==> src/rtl/ready_pattern_pkg.sv <==
// Shared types for the ready-backpressure pattern generator.
package ready_pattern_pkg;

  typedef enum logic [1:0] {
    MODE_ON       = 2'd0,
    MODE_ONE_SHOT = 2'd1,
    MODE_PERIODIC = 2'd2,
    MODE_OFF      = 2'd3
  } mode_e;

  typedef enum logic [1:0] {
    ST_HI   = 2'd0,
    ST_LO   = 2'd1,
    ST_DONE = 2'd2
  } ch_state_e;

  function automatic int max_int(input int a, input int b);
    return (a > b) ? a : b;
  endfunction

endpackage

==> src/rtl/ready_pattern_ch.sv <==
// One valid/ready channel: pattern FSM, phase counter, ready gating and a
// saturating accepted-transfer counter.
//
// state   | meaning
// --------+---------------------------------------------------------------
// ST_HI   | ready state high (ON, ONE_SHOT before drop, PERIODIC high phase)
// ST_LO   | PERIODIC low phase
// ST_DONE | ONE_SHOT has dropped; sticky until restart or reset
module ready_pattern_ch
  import ready_pattern_pkg::*;
#(
  parameter int HI_CYCLES = 3,
  parameter int LO_CYCLES = 2,
  parameter int XFER_W    = 32
) (
  input  logic              clock,
  input  logic              reset,
  input  logic              restart,
  input  logic              rdy_init,
  input  logic              en,
  input  mode_e             mode_q,
  input  logic              drop_hit,
  input  logic              valid,
  output logic              ready,
  output logic [XFER_W-1:0] xfer_cnt
);

  localparam int PH_W = $clog2(max_int(HI_CYCLES, LO_CYCLES) + 1);
  localparam logic [PH_W-1:0] HI_LAST = PH_W'(HI_CYCLES - 1);
  localparam logic [PH_W-1:0] LO_LAST = PH_W'(LO_CYCLES - 1);

  ch_state_e          state_q, state_d;
  logic [PH_W-1:0]    phase_q, phase_d;
  logic               rdy_q, rdy_d;
  logic [XFER_W-1:0]  xfer_q, xfer_d;

  // Ready is combinational from valid so the downstream sees zero latency.
  assign ready    = rdy_q & valid;
  assign xfer_cnt = xfer_q;

  // Register channel state; reset leaves the channel fully ready.
  always_ff @(posedge clock) begin
    if (reset) begin
      state_q <= ST_HI;
      phase_q <= '0;
      rdy_q   <= 1'b1;
      xfer_q  <= '0;
    end else begin
      state_q <= state_d;
      phase_q <= phase_d;
      rdy_q   <= rdy_d;
      xfer_q  <= xfer_d;
    end
  end

  // Pattern next-state: restart wins, otherwise advance only while enabled.
  always_comb begin
    state_d = state_q;
    phase_d = phase_q;
    rdy_d   = rdy_q;
    if (restart) begin
      state_d = ST_HI;
      phase_d = '0;
      rdy_d   = rdy_init;
    end else if (en) begin
      case (mode_q)
        MODE_ON: begin
          rdy_d   = 1'b1;
          state_d = ST_HI;
        end
        MODE_OFF: begin
          rdy_d = 1'b0;
        end
        MODE_ONE_SHOT: begin
          if (state_q == ST_HI && drop_hit) begin
            state_d = ST_DONE;
            rdy_d   = 1'b0;
          end
        end
        MODE_PERIODIC: begin
          case (state_q)
            ST_LO: begin
              if (phase_q == LO_LAST) begin
                state_d = ST_HI;
                phase_d = '0;
                rdy_d   = 1'b1;
              end else begin
                phase_d = phase_q + 1'b1;
              end
            end
            // ST_DONE cannot coexist with PERIODIC (mode change restarts),
            // so it is folded into the high phase.
            default: begin
              if (phase_q == HI_LAST) begin
                state_d = ST_LO;
                phase_d = '0;
                rdy_d   = 1'b0;
              end else begin
                phase_d = phase_q + 1'b1;
              end
            end
          endcase
        end
        default: ;
      endcase
    end
  end

  // Count accepted transfers regardless of en/restart, saturating at all-ones.
  always_comb begin
    xfer_d = xfer_q;
    if (valid && rdy_q && (xfer_q != '1)) begin
      xfer_d = xfer_q + 1'b1;
    end
  end

endmodule

==> src/rtl/ready_pattern_gen.sv <==
// Multi-channel ready-backpressure generator: global cycle counter, latched
// mode with restart-on-change, and NUM_CH in-phase pattern channels.
module ready_pattern_gen
  import ready_pattern_pkg::*;
#(
  parameter int NUM_CH     = 4,
  parameter int CNT_W      = 16,
  parameter int DROP_CYCLE = 2,
  parameter int HI_CYCLES  = 3,
  parameter int LO_CYCLES  = 2,
  parameter int XFER_W     = 32
) (
  input  logic                     clock,
  input  logic                     reset,
  input  logic [1:0]               mode,
  input  logic                     en,
  input  logic [NUM_CH-1:0]        valid,
  output logic [NUM_CH-1:0]        ready,
  output logic [NUM_CH*XFER_W-1:0] xfer_cnt,
  output logic [CNT_W-1:0]         cycles
);

  mode_e            mode_in;
  mode_e            mode_q, mode_d;
  logic [CNT_W-1:0] cycles_q, cycles_d;
  logic             restart;
  logic             rdy_init;
  logic             drop_hit;

  assign mode_in  = mode_e'(mode);
  assign restart  = (mode_in != mode_q);
  assign rdy_init = (mode_in != MODE_OFF);
  assign drop_hit = (cycles_q == CNT_W'(DROP_CYCLE));
  assign cycles   = cycles_q;

  // Register the latched mode and the global cycle counter.
  always_ff @(posedge clock) begin
    if (reset) begin
      mode_q   <= MODE_ON;
      cycles_q <= '0;
    end else begin
      mode_q   <= mode_d;
      cycles_q <= cycles_d;
    end
  end

  // A mode change restarts the pattern and overrides en that edge.
  always_comb begin
    mode_d   = mode_in;
    cycles_d = cycles_q;
    if (restart) begin
      cycles_d = '0;
    end else if (en) begin
      cycles_d = cycles_q + 1'b1;
    end
  end

  for (genvar i = 0; i < NUM_CH; i++) begin : g_ch
    ready_pattern_ch #(
      .HI_CYCLES (HI_CYCLES),
      .LO_CYCLES (LO_CYCLES),
      .XFER_W    (XFER_W)
    ) u_ch (
      .clock    (clock),
      .reset    (reset),
      .restart  (restart),
      .rdy_init (rdy_init),
      .en       (en),
      .mode_q   (mode_q),
      .drop_hit (drop_hit),
      .valid    (valid[i]),
      .ready    (ready[i]),
      .xfer_cnt (xfer_cnt[i*XFER_W +: XFER_W])
    );
  end

endmodule

==> config.mk <==
export PLATFORM = sky130hd
export DESIGN_NAME = ready_pattern_gen
export DESIGN_NICKNAME = d
export VERILOG_FILES = /design/src/rtl/ready_pattern_pkg.sv /design/src/rtl/ready_pattern_ch.sv /design/src/rtl/ready_pattern_gen.sv
export SDC_FILE = /design/constraint.sdc
export NUM_CORES = 1
export LEC_CHECK = 0
export CAP_MARGIN = 40
export CORE_MARGIN = 8
export CORE_UTILIZATION = 50
export DETAILED_ROUTE_END_ITERATION = 8
export HOLD_SLACK_MARGIN = 0.06
export PLACE_DENSITY = 0.73
export SYNTH_ARGS = -nofsm -noshare
export SYNTH_HDL_FRONTEND = slang
export SYNTH_SLANG_ARGS = --single-unit
export TNS_END_PERCENT = 20
==> constraint.sdc <==
create_clock -name clock -period 6.7 [get_ports clock]
set_input_delay 0.67 -clock clock [delete_from_list [all_inputs] [get_ports clock]]
set_output_delay 0.67 -clock clock [all_outputs]
set_load 0.02 [all_outputs]
# [Yosys cells after proc, flatten, opt, wreduce, memory -nomap -nowiden]
# Index checks and enable logic that the tools add are counted.
[totals] register_bits=166 inputBits=9
[classes] n_addsub=9 eq_ne=46 mux=60 bitwise_logic=4 n_reduce_logical=29
[op_table] op="32-bit by 1-bit adder with 32-bit output (second input constant)" count=4
[op_table] op="32-bit != test (second input constant)" count=4
[op_table] op="2-bit two-way mux" count=28
[op_table] op="1-bit two-way mux" count=24
[op_table] op="3-bit by 1-bit != test with 1-bit output (second input constant)" count=8
[op_table] op="2-bit one-hot mux with 3 select lines" count=4
[op_table] op="5-bit AND reduction" count=4
[op_table] op="2-bit by 1-bit == test with 1-bit output (second input constant)" count=9
[op_table] op="16-bit by 1-bit adder with 16-bit output (second input constant)" count=1
[op_table] op="16-bit by 2-bit == test with 1-bit output (second input constant)" count=1
[op_table] op="4-bit by 1-bit != test with 1-bit output (second input constant)" count=4
[op_table] op="1-bit one-hot mux with 4 select lines" count=4
[op_table] op="4-bit AND reduction" count=4
[op_table] op="2-bit == test (second input constant)" count=6
[op_table] op="1-bit logical AND" count=12
[op_table] op="3-bit by 2-bit != test with 1-bit output (second input constant)" count=4
[op_table] op="4-bit by 3-bit != test with 1-bit output (second input constant)" count=3
[op_table] op="2-bit logical NOT" count=5
[op_table] op="2-bit by 1-bit adder with 2-bit output (second input constant)" count=4
[op_table] op="2-bit by 1-bit != test with 1-bit output (second input constant)" count=4
[op_table] op="1-bit AND" count=4
[op_table] op="4-bit by 2-bit != test with 1-bit output (second input constant)" count=1
[op_table] op="3-bit nonzero test" count=1
[op_table] op="2-bit != test" count=1
[op_table] op="4 further kinds" count=4

# [Longest topological paths before layout]
[logic_depth] ltp_word=6 mapped_depth=9 ltp_nobuf=7

# [Modules after synthesis]
# From an unflattened synthesis, not the netlist that was laid out.
[hier_totals] hier_cells=1077 hier_area_um2=9043.7
[modules_own_cells] mod="ready_pattern_ch" n_inst=4 cells_each=245 area_each_um2=2048.2 seq_area_each_um2=740.7
[modules_own_cells] mod="ready_pattern_gen" n_inst=1 cells_each=97 area_each_um2=850.8 seq_area_each_um2=360.3

# [Least setup slack after synthesis]
# Ideal clock, no wire load.
[synth_path] path_type="reg-to-reg" startpoint="reg g_ch[0].u_ch.xfer_q[0]" endpoint="reg g_ch[0].u_ch.xfer_q[23]" setup_time_ns=0.070 arrival_ns=2.369 required_ns=6.630 path_slack_ns=4.260 path_stages_with_launch=10 path_buffers=3 path_cell_list="dfxtp_1 ha_1 nand4_1 clkbuf_1 nor4_2 a21o_1 buf_2 buf_2 o21ai_0 a21oi_1"
[synth_via] elab_chain_len=2 elab_cells_between_ends=3
[synth_lines] item="start, declared" line_no="ready_pattern_ch.sv:35" source="logic [XFER_W-1:0] xfer_q, xfer_d;"
[synth_lines] item="start signal, assigned" line_no="ready_pattern_ch.sv:52" source="xfer_q <= xfer_d;"
[synth_lines] item="branches (longest 2 deep; another with 32-bit by 1-bit adder with 32-bit output)"
# Parallel ways; which one is timed is not known.
# A chain may end at the register's enable or synchronous reset.

# [Worst setup path after layout]
[layout_path] startpoint="reg g_ch[0].u_ch.xfer_q[0]" endpoint="reg g_ch[0].u_ch.xfer_q[25]"
# Same word-level chain as after synthesis.

==> impl_metrics.tcl <==
set metrics [dict create \
    holdPathStages 2 \
    ctsLongestPathBuffers 2 \
    fin_crit_sh_pct 43.6 \
    core_area_um2 16600 \
    cts.clk_slew.worst_paths_ps 70 \
    outcome "completed" \
    firstDrtPassIters 5 \
    die_area_um2 21400 \
    antenna_cells 0 \
    ys_seq_elements 166 \
    pwr-share-seq_pct 46.4 \
    worst_setup_path_start_kind "flop" \
    internal_power_mw 1.68 \
    drc 0 \
    grt_usage_pct 20.3 \
    dp_hpwl_um 15600 \
    setup_tns_ps 0 \
    synth.distinct_cells 52 \
    drt-total-wl_um 22100 \
    r2r_slack_ps 3780 \
    synth-edff-count 0 \
    reg2regPathDepth 6 \
    setup_slack_ps 3780 \
    p_sw_mw 0.491 \
    min_from "g_ch[3].u_ch.state_q[0]$_SDFFE_PP0P_" \
    ctsResizeCount 0 \
    required_ps 7010 \
    crit_slowest_cell "a21o_1" \
    cts_setup_buffers 0 \
    irDropWorstVdd_uv 221 \
    start_util_pct 51.1 \
    placedCellCount 1345 \
    synth_warnings 0 \
    grt_pass1_wl_um 37200 \
    endpoint_kind "flop" \
    register_area_um2 3320 \
    rsz0062_at_grt "false" \
    mostFrequentLayoutCells "dfxtp_1 (166), clkdlybuf4s50_1 (155), nor2_1 (107)" \
    syn_inst 1019 \
    maxSlewHeadroom_pct 44.3 \
    cts_tree "yes" \
    slowest_delay_ps 720 \
    fillerInstances 1445 \
    drive_above_1_share_pct 5.09 \
    tightest_slew_ps 836 \
    placementRows 47 \
    async_reset_ff_share_pct 0 \
    cts_made_buffers 17 \
    grt_pass1_vias 7316 \
    final_cell_count_no_fill 1378 \
    htreeDepth 4 \
    wl_per_cell_um 16.0 \
    yosysSeqAreaShare_pct 39.2 \
    vias 7977 \
    dr.first_iter.drc_count 527 \
    die_w_um 146 \
    drv_cap 0 \
    critical_path_arrival_ps 3230 \
    fmax_ghz 0.343 \
    hold_viol 0 \
    gr-total-overflow 0 \
    hold_path_class "reg -> reg" \
    gp_congestion 0.826 \
    drv_slew 0 \
    finalPower_mw 2.17 \
    share_comb_of_total_power_pct 5.4 \
    die_height_um 146 \
    pin_count 157 \
    p_sw_share_pct 22.6 \
    ant_nets 0 \
    nets 1164 \
    grt_max_degree 82 \
    rr_endpoint "g_ch[0].u_ch.xfer_cnt[25]$_SDFFE_PP0P_" \
    place_ws_ps 3810 \
    syn_nets 1038 \
    clock-root-buffer "clkbuf_16" \
    period_needed_ps 2920 \
    path_cells "ha_1, nand4_1, nor4_2, a21o_1, nor4_1, mux2_2" \
    power.density_nw_per_um2 202 \
    antenna_found_initial 0 \
    routed_via_density 5.79 \
    critical_path_peak_fanout 27 \
    clock_sinks 166 \
    holdBufCountCts 0 \
    crit_type "reg -> reg" \
    timing.hold.ws_ps 485 \
    postSynthAreaPerCell_um2 8.32 \
    io_buffers 156 \
    setup_violations 0 \
    final_common_cell "dfxtp_1" \
    synth_ff_type "dfxtp_1" \
    worstSkewPairLatency_ps 430 \
    power.share.clock_pct 48.1 \
    synth_area_um2 8480 \
    multi_input_area_um2 4870 \
    area_delta_synth_final_pct 27.0 \
    reg2reg_from "g_ch[0].u_ch.xfer_cnt[0]$_SDFFE_PP0P_" \
    worstHoldEndpoint "g_ch[3].u_ch.state_q[0]$_SDFFE_PP0P_" \
    finClkSkew_ps 9.74 \
    p_leak_nw 3.37 \
]
==> worst max-delay path by stage <==
stage                                               start                                      to  slack [ps]  cells past startpoint
detailed placement  g_ch[0].u_ch.xfer_cnt[0]$_SDFFE_PP0P_  g_ch[0].u_ch.xfer_cnt[25]$_SDFFE_PP0P_        3810                      6
CTS                 g_ch[0].u_ch.xfer_cnt[0]$_SDFFE_PP0P_  g_ch[0].u_ch.xfer_cnt[25]$_SDFFE_PP0P_        3800                      6
global placement    g_ch[0].u_ch.xfer_cnt[0]$_SDFFE_PP0P_  g_ch[0].u_ch.xfer_cnt[25]$_SDFFE_PP0P_        3870                      6
global route        g_ch[0].u_ch.xfer_cnt[0]$_SDFFE_PP0P_  g_ch[0].u_ch.xfer_cnt[25]$_SDFFE_PP0P_        3510                      6
finish              g_ch[0].u_ch.xfer_cnt[0]$_SDFFE_PP0P_  g_ch[0].u_ch.xfer_cnt[25]$_SDFFE_PP0P_        3780                      6
floorplan           g_ch[0].u_ch.xfer_cnt[0]$_SDFFE_PP0P_  g_ch[0].u_ch.xfer_cnt[23]$_SDFFE_PP0P_        4260                      9
==> cell usage after synthesis, types with 9 or more instances <==
cell type    n  area share [%]
inv_1       19            0.84
or4_1       24             2.1
clkbuf_1    46             2.0
xnor2_1     61             6.3
dfxtp_1    166              39
ha_1        10             1.5
nor2_1     107             4.7
mux2i_1     13             1.5
xor2_1      12             1.2
nand2b_1     9            0.66
nor4_1      20             1.5
nor3_1      18             1.1
and3_1      14             1.0
a31oi_1     17             1.3
nor2b_1     17             1.3
a211oi_1    27             2.4
and2_1      16             1.2
nand3_1     35             2.1
nand4_1     41             3.0
o31ai_1     24             2.1
o21ai_0     34             2.0
a21oi_1     68             4.0
nand2_1     81             3.6
or3_1       35             2.6
mux2_2      12             1.6
and4_1      33             3.4
==> cells by family (layout without fill, tap and decap cells) <==
group	Yosys count	in the layout	share of synthesized area, %
xor gates and xnor gates	73	73	7.54
DFF	166	166	39.2
buffers and inverters	73	212	3.45
adders and majority gates	10	10	1.48
muxes	25	25	3.13
and+or+nand+nor	473	473	30.5
AOI/OAI and AO/OA	199	199	14.8
==> cell type report <==
class / count / share of cell area (%)
clock buffer: 19 / 4.20
clock inverter: 13 / 1.66
inverter: 19 / 0.662
multi-input combinational: 780 / 45.2
sequential: 166 / 30.8
tap: 220 / 2.56
timing repair buffer: 161 / 14.9
==> registers in the layout (all words and copies together) (netlist names) <==
name,cells
g_ch.u_ch.state_q,8
g_ch.u_ch.rdy_q,4
g_ch.u_ch.xfer_cnt,128
g_ch.u_ch.phase_q,8
mode_q,2
cycles,16
==> per-stage QoR <==
stage | cell area, um2 | utilization (%)
after global routing | 10800 | 65.0
final | 10800 | 65.0
after floorplan | 8480 | -
after global placement | 10100 | 60.9
after detailed placement | 10100 | 61.1
after CTS | 10800 | 64.9
==> power by group through the flow <==
| stage | combinational, mW | sequential (mW) | clock, mW |
|---|---|---|---|
| after CTS | 0.118 | 1.01 | 1.07 |
| after detailed placement | 0.117 | 1.03 | 0 |
| after floorplan | 0.0729 | 1.04 | 0 |
| final | 0.118 | 1.01 | 1.05 |
| after global placement | 0.115 | 1.03 | 0 |
| after global routing | 0.130 | 1.01 | 1.11 |
==> worst max-delay path, delay by kind of cell, from the launching register on <==
family                   cells  cell delay (ps)
multiplexers                 1              290
flip-flops                   1              420
AO/OA/AOI/OAI                1              720
AND/OR/NAND/NOR              3             1160
adder cells (fa/ha/maj)      1              220
==> layer usage <==
| layer | vias to the layer above | wire length [um] | track usage [%] |
|---|---|---|---|
| met5 | - | 0 | 0 |
| met4 | 0 | 183 | 5.36 |
| met3 | 17 | 1140 | 4.85 |
| met2 | 195 | 10400 | 32.5 |
| met1 | 3752 | 10400 | 26.9 |
| li1 | 4013 | - | - |
Note: power is estimated with default switching activity, not from simulation.
